`src/rtl/tick_scheduler.sv`:
```
// tick_scheduler: NCH software timers that share one decrement datapath, swept channel by channel after each trigger.
// Build option TICK_SCHED_MS_EN: prescale i_tick by 1000 so periods are in milliseconds instead of microseconds.

module tick_scheduler #(
  parameter int NCH = 4,
  parameter int CW  = 16,
  parameter int CHW = $clog2(NCH)
) (
  input  logic           i_clk_25MHz,
  input  logic           i_reset,
  input  logic           i_tick,
  input  logic           i_cfg_we,
  input  logic [CHW-1:0] i_cfg_ch,
  input  logic [CW-1:0]  i_cfg_period,
  input  logic           i_cfg_periodic,
  output logic           o_cfg_ready,
  output logic [NCH-1:0] o_expire,
  output logic           o_busy,
  output logic           o_overrun
);

  typedef enum logic {IDLE = 1'b0, SWEEP = 1'b1} state_t;

  state_t         state_reg;
  logic [CHW-1:0] idx_reg;
  logic           trigger;
  logic           cfg_accept;
  logic           sweep_last;
  logic [NCH-1:0] expire_hit;

`ifdef TICK_SCHED_MS_EN
  logic [9:0] presc_reg;

  // Prescaler keeps counting i_tick even while a sweep is running.
  always_ff @(posedge i_clk_25MHz) begin
    if (!i_reset) begin
      presc_reg <= 10'd0;
    end else if (i_tick) begin
      presc_reg <= (presc_reg == 10'd999) ? 10'd0 : presc_reg + 10'd1;
    end
  end

  assign trigger = i_tick && (presc_reg == 10'd999);
`else
  assign trigger = i_tick;
`endif

  assign cfg_accept = i_cfg_we && (state_reg == IDLE);
  assign sweep_last = (idx_reg == CHW'(NCH - 1));

  genvar gi;
  generate
    for (gi = 0; gi < NCH; gi++) begin : g_ch
      logic [CW-1:0] count_reg;
      logic [CW-1:0] period_reg;
      logic          periodic_reg;
      logic          active_reg;
      logic          wr_sel;
      logic          proc_sel;

      assign wr_sel         = cfg_accept && (i_cfg_ch == CHW'(gi));
      assign proc_sel       = (state_reg == SWEEP) && (idx_reg == CHW'(gi));
      assign expire_hit[gi] = proc_sel && active_reg && (count_reg == CW'(1));

      // Writes only land in IDLE, so they never collide with this channel's sweep slot.
      always_ff @(posedge i_clk_25MHz) begin
        if (!i_reset) begin
          count_reg    <= '0;
          period_reg   <= '0;
          periodic_reg <= 1'b0;
          active_reg   <= 1'b0;
        end else if (wr_sel) begin
          count_reg    <= i_cfg_period;
          period_reg   <= i_cfg_period;
          periodic_reg <= i_cfg_periodic;
          active_reg   <= (i_cfg_period != '0);
        end else if (proc_sel && active_reg) begin
          if (count_reg == CW'(1)) begin
            if (periodic_reg) begin
              count_reg <= period_reg;
            end else begin
              active_reg <= 1'b0;
            end
          end else begin
            count_reg <= count_reg - CW'(1);
          end
        end
      end
    end
  endgenerate

  always_ff @(posedge i_clk_25MHz) begin
    if (!i_reset) begin
      state_reg   <= IDLE;
      idx_reg     <= '0;
      o_expire    <= '0;
      o_busy      <= 1'b0;
      o_overrun   <= 1'b0;
      o_cfg_ready <= 1'b1;
    end else begin
      o_expire <= expire_hit;
      case (state_reg)
        IDLE: begin
          if (trigger) begin
            state_reg   <= SWEEP;
            idx_reg     <= '0;
            o_busy      <= 1'b1;
            o_cfg_ready <= 1'b0;
          end
        end
        SWEEP: begin
          if (trigger) begin
            o_overrun <= 1'b1;
          end
          if (sweep_last) begin
            state_reg   <= IDLE;
            idx_reg     <= '0;
            o_busy      <= 1'b0;
            o_cfg_ready <= 1'b1;
          end else begin
            idx_reg <= idx_reg + CHW'(1);
          end
        end
        default: begin
          state_reg <= IDLE;
        end
      endcase
    end
  end

endmodule

```
`config.mk`:
```
export PLATFORM = sky130hd
export DESIGN_NAME = tick_scheduler
export DESIGN_NICKNAME = d
export VERILOG_FILES = /design/src/rtl/tick_scheduler.sv
export SDC_FILE = /design/constraint.sdc
export NUM_CORES = 1
export LEC_CHECK = 0
export CORE_UTILIZATION = 55
export CTS_CLUSTER_SIZE = 12
export DETAILED_ROUTE_END_ITERATION = 6
export GPL_ROUTABILITY_DRIVEN = 0
export PLACE_DENSITY = 0.76
export SYNTH_ARGS = -nofsm -noshare
export SYNTH_HDL_FRONTEND = slang
export SYNTH_SLANG_ARGS = --single-unit
export TNS_END_PERCENT = 20
```
`constraint.sdc`:
```
create_clock -name i_clk_25MHz -period 2 [get_ports i_clk_25MHz]
set_input_delay 0.3 -clock i_clk_25MHz [delete_from_list [all_inputs] [get_ports i_clk_25MHz]]
set_output_delay 0.3 -clock i_clk_25MHz [all_outputs]
set_load 0.05 [all_outputs]
```
==> flow_summary.json, run 1 <==
{
  "cp-endpoint": "g_ch[1].count_reg[4]",
  "ant_nets": 0,
  "min_path_type": "reg -> reg",
  "critPathRequiredTime_ps": 2320,
  "setup_viol": 0,
  "diodes": 0,
  "reg2reg_from": "g_ch[1].count_reg[1]",
  "cts_tree": "yes",
  "portBuffers": 29,
  "fmax_mhz": 515,
  "h-tree-depth": 4,
  "clock_latency_ps": 430,
  "max-slew-margin-rel": 0.636,
  "cts-root-buf": "clkbuf_16",
  "layout_min_cycle_time_ps": 1940,
  "arrival_ps": 2260,
  "async_flop_share": 0,
  "worst_r2r_path_depth": 8,
  "cts_hold_buf": 0,
  "crit_path_start_kind": "flip-flop",
  "status": "complete, no violations",
  "rows": 42,
  "start_util": 0.570,
  "design_area_um2": 9560,
  "register_area_um2": 2930,
  "syn_inst": 962,
  "multiInputGateArea_um2": 4440,
  "grt_pass1_wl_mm": 37.7,
  "ff2ff_setup_slack_ps": 60,
  "ys.warnings.count": 0,
  "startpoint": "g_ch[1].count_reg[1]",
  "synth.area.top_cells": "dfxtp_1, nand2_1, a21oi_1",
  "finalMaxSlewViolations": 0,
  "yosysTopAreaCell": "dfxtp_1",
  "placed_cells": 1218,
  "crit_fanout": 7,
  "fin_nets": 1098,
  "cap_violations": 0,
  "final_hold_viol_count": 0,
  "worst_pin_slew_ps": 541,
  "vias": 7906,
  "routed_wl_mm": 24.1,
  "finalSetupTns_ps": 0,
  "die_y_um": 120,
  "cp-end-kind": "flip-flop",
  "die_w_um": 120,
  "place_area_um2": 8780,
  "post-route-period-util": 0.972,
  "die-area_um2": 14300,
  "grt_pass1_vias": 7190,
  "drt-initial-drc-count": 910,
  "synthFlopType": "dfxtp_1",
  "syn-num-nets": 997,
  "ys_types": 78,
  "synth-edff-count": 0,
  "clk_pin_slew_worst_paths_ps": 60,
  "cts_num_sinks": 146,
  "r2r-end": "g_ch[1].count_reg[4]",
  "rsz0062_at_grt": "true",
  "drtPass1Iterations": 6,
  "vias_per_cell": 6.32,
  "drc": 0,
  "ys_seq_elements": 146,
  "dp_hpwl_mm": 16.2,
  "wl_per_cell_um": 19.3,
  "nFillCells": 1032,
  "fin_cells": 1251,
  "io_pins": 30,
  "syn_avg_cell_area_um2": 7.91,
  "critPathKind": "reg -> reg",
  "grt_max_degree": 30,
  "overflow": 0,
  "skew_ps": 8.40,
  "vdd_drop_max_mv": 0.662,
  "netlist.area_leader.share": 0.384,
  "core_um2": 13300,
  "antenna_found_initial": 0,
  "synth_area_um2": 7610,
  "groute.usage.overall": 0.338,
  "area_growth_pct": 25.7,
  "cts.path.max_buffers": 2,
  "seq_area_frac_synth": 0.384,
  "synth_common_cells": "nand2_1, dfxtp_1, a21oi_1, clkbuf_1, nor2_1",
  "powerDensity_nw_per_um2": 843,
  "leakage_uw": 0.00377,
  "cts_buffers": 17,
  "drive_gt1_frac": 0.178,
  "yosys.cell_count.top_type": "nand2_1"
}
-- metrics by stage --
stage	hold slack (ps)	utilization	setup slack, ps	total power [uW]
6_report	453	0.716	56.4	8060
5_1_grt	474	0.716	-64.1	8320
4_1_cts	455	0.707	1.50	7980
3_5_place_dp	447	0.658	-172	4520
3_3_place_gp	439	0.658	-139	4490
2_1_floorplan	431	-	22.0	4010
-- repair_timing --
action | in CTS | in global routing
endpoints found under the setup margin | 9 | 46
buffers inserted | 0 | 2
pin swaps | 0 | 3
resized for setup | 3 | 20
cloned | 0 | 0
-- layout make-up --
cell class | count | area share
clock buffer | 23 | 0.0521
clock inverter | 8 | 0.0156
inverter | 15 | 0.00589
multi-input combinational | 732 | 0.464
sequential | 146 | 0.306
tap | 176 | 0.0230
timing repair buffer | 151 | 0.133
-- cells by family (layout without fill, tap and decap cells) --
| family | after synthesis | after routing | synth area share |
|---|---|---|---|
| buffers and inverters | 84 | 197 | 0.0487 |
| XOR/XNOR | 36 | 36 | 0.0414 |
| flip-flops | 146 | 146 | 0.384 |
| multiplexers | 9 | 9 | 0.0122 |
| AO/OA/AOI/OAI | 266 | 266 | 0.232 |
| AND/OR/NAND/NOR | 409 | 409 | 0.262 |
| adder cells (fa/ha/maj) | 12 | 12 | 0.0197 |
-- routing by layer --
metal	up-vias	global-route usage	wire length, um
li1	3686	-	-
met4	0	0.162	900
met3	60	0.0675	2260
met5	-	0	0
met2	418	0.536	11100
met1	3742	0.440	9810
-- layout by cell type (no fill, tap or decap), types with 4 or more instances in the layout --
cell	instances
o31ai_1	6
xnor2_1	22
nand3b_1	5
nor2b_1	4
buf_4	116
and3_1	7
clkbuf_8	5
ha_1	12
a31oi_1	15
clkbuf_16	17
nor4_1	18
nor2_1	45
a221o_1	17
buf_12	5
nand2_1	199
a21oi_1	101
xor2_1	14
o22ai_1	7
clkdlybuf4s50_1	29
bufinv_16	4
mux2i_1	7
nor3_1	31
nor3_2	4
nand2b_1	6
nand4_1	9
a22oi_1	27
dfxtp_1	144
nand3_1	34
inv_1	14
or3_1	10
a21boi_0	6
o21ai_0	35
a211oi_1	15
nand4b_1	5
-- worst max-delay path: stages (launching register included) --
cell	delay, ps
dfxtp_1	310
inv_1	70
ha_1	190
nor3b_4	250
nand3b_1	200
o311ai_4	300
buf_4	200
a211oi_1	50
a221o_1	260
-- how the worst min path moves through the flow --
stage	depth (start not counted)	endpoint	slack [ps]	start
finish	2	g_ch[1].period_reg[2]	450	g_ch[1].period_reg[2]
global route	2	g_ch[1].period_reg[13]	470	g_ch[1].period_reg[13]
CTS	2	g_ch[1].period_reg[2]	460	g_ch[1].period_reg[2]
detailed placement	2	g_ch[1].period_reg[9]	450	g_ch[1].period_reg[9]
global placement	2	g_ch[3].period_reg[7]	440	g_ch[3].period_reg[7]
floorplan	2	g_ch[0].count_reg[14]	430	i_cfg_period[14]
-- power breakdown --
part | switching [uW] | internal, uW | total [uW]
Sequential | 102 | 3010 | 3110
Clock | 1260 | 2250 | 3510
Combinational | 805 | 636 | 1440
Total | 2170 | 5890 | 8060
Power figures use the tool's default switching activity.
==> run 2: changes to the inputs <==
- SLEW_MARGIN: unset -> 20
==> results of run 2 <==
No change in the layout: final DEF, timing and power equal those of run 1.
==> run 3: changes to the inputs <==
- CORE_UTILIZATION: 55 -> 36
- GPL_TIMING_DRIVEN: unset -> 0
- PLACE_DENSITY: 0.76 -> unset
==> flow_summary.json, run 3 (same netlist as run 1, synthesis figures left out) <==
{
  "cts_buffers": 17,
  "reg2reg_from": "g_ch[1].count_reg[6]",
  "rows": 52,
  "switching_share": 0.290,
  "setup_viol": 25,
  "nFillCells": 2068,
  "wl_per_cell_um": 19.4,
  "internal_power_uw": 5290,
  "vias_per_cell": 5.76,
  "crit_fanout": 10,
  "clock_latency_ps": 430,
  "leakage_uw": 0.00338,
  "fmax_mhz": 474,
  "finalMaxSlewViolations": 0,
  "vdd_drop_max_mv": 0.498,
  "ant_nets": 0,
  "violations": "negative setup slack",
  "cts_tree": "yes",
  "overflow": 0,
  "die_w_um": 147,
  "final_cell_mix": "nand2_1, dfxtp_1, a21oi_1",
  "cts_hold_buf": 0,
  "clk_pin_slew_worst_paths_ps": 60,
  "min_from": "i_cfg_period[8]",
  "skew_ps": 6.26,
  "start_util": 0.371,
  "drive_gt1_frac": 0.132,
  "worst_pin_slew_ps": 849,
  "core_um2": 20500,
  "cp-end-kind": "flip-flop",
  "cts_num_sinks": 146,
  "status": "finished with violations",
  "h-tree-depth": 4,
  "area_growth_pct": 19.9,
  "cts.path.max_buffers": 2,
  "cap_violations": 0,
  "layout_min_cycle_time_ps": 2110,
  "grt_max_degree": 17,
  "drc": 0,
  "pwr-share-comb": 0.175,
  "dp_hpwl_mm": 16.6,
  "die-area_um2": 21700,
  "drtPass1Iterations": 5,
  "grt_pass1_wl_mm": 38.7,
  "final_hold_viol_count": 0,
  "max-slew-margin-rel": 0.434,
  "arrival_ps": 2420,
  "startpoint": "g_ch[1].count_reg[6]",
  "rsz0062_at_grt": "true",
  "min_path_type": "in -> reg",
  "die_y_um": 147,
  "vias": 7491,
  "drt-initial-drc-count": 664,
  "final_common_cell": "nand2_1",
  "critPathRequiredTime_ps": 2310,
  "fin_nets": 1052,
  "layout_setup_ws_ps": -109,
  "groute.usage.overall": 0.232,
  "critPathKind": "reg -> reg",
  "portBuffers": 17,
  "cts-root-buf": "clkbuf_16",
  "post-route-period-util": 1.05,
  "seqPwrFrac": 0.419,
  "io_pins": 30,
  "grt_pass1_vias": 6773,
  "hold_slack_ps": 201,
  "power_uw": 7450,
  "diodes": 0,
  "power_frac_clock": 0.406,
  "antenna_found_initial": 0,
  "crit_path_start_kind": "flip-flop",
  "p_switching_uw": 2160,
  "powerDensity_nw_per_um2": 817,
  "routed_wl_mm": 25.2
}
run 3: path summary, 6_finish.rpt:
check,endpoint,slack (ps),depth (start not counted)
max,g_ch[1].count_reg[6],-110,7
min reg2reg,g_ch[3].period_reg[6],450,2
max reg2reg,g_ch[1].count_reg[6],-110,7
min,g_ch[1].period_reg[8],200,3
run 3: final cells by class:
class / instances / area (um^2) / area share
multi-input cells: 732 / 4580 / 0.502
flip-flops and latches: 146 / 2930 / 0.322
clock buffers: 26 / 479 / 0.0525
plain buffers: 69 / 355 / 0.0390
well taps: 270 / 338 / 0.0370
repair buffers: 36 / 322 / 0.0353
inverters: 15 / 58.8 / 0.00645
clock inverters: 6 / 55.1 / 0.00604
run 3: what timing repair did:
item,4_1_cts,5_1_grt
setup endpoints to repair,88,106
hold endpoints to repair,0,0
setup buffers,7,12
pin swaps,7,6
gates resized for setup,39,59
run 3: power groups by stage:
stage / clock network [uW] / logic, uW / registers, uW
2_1_floorplan: 0 / 852 / 3160
3_3_place_gp: 0 / 1160 / 3170
3_5_place_dp: 0 / 1170 / 3170
4_1_cts: 3040 / 1210 / 3120
5_1_grt: 3200 / 1410 / 3130
6_report: 3030 / 1300 / 3120
run 3: worst max-delay path, stage by stage (launching register included):
cell and delay, ps:
dfxtp_1 360, nor4_2 490, nand4_1 200, buf_4 210, clkbuf_2 220, nor2_1 180, a211oi_2 70, a221o_1 270
run 3: routing by layer:
layer	GRT usage	vias to the layer above	wire, um
met1	0.312	3641	11500
met4	0.0773	0	490
met5	0	-	0
met3	0.0435	42	1320
met2	0.372	214	11900
li1	-	3594	-
run 3: through the flow:
stage          std cells  setup WS, ps  TNS (ps)  utilization  area (um^2)
6_report            1300          -109     -1130        0.445         9120
5_1_grt             1300          -169     -6090        0.445         9120
4_1_cts             1288          -101     -1020        0.432         8860
3_5_place_dp        1249          -619    -45050        0.396         8120
3_3_place_gp        1249          -657    -46000        0.396         8120
2_1_floorplan        962          22.0         0            -         7610
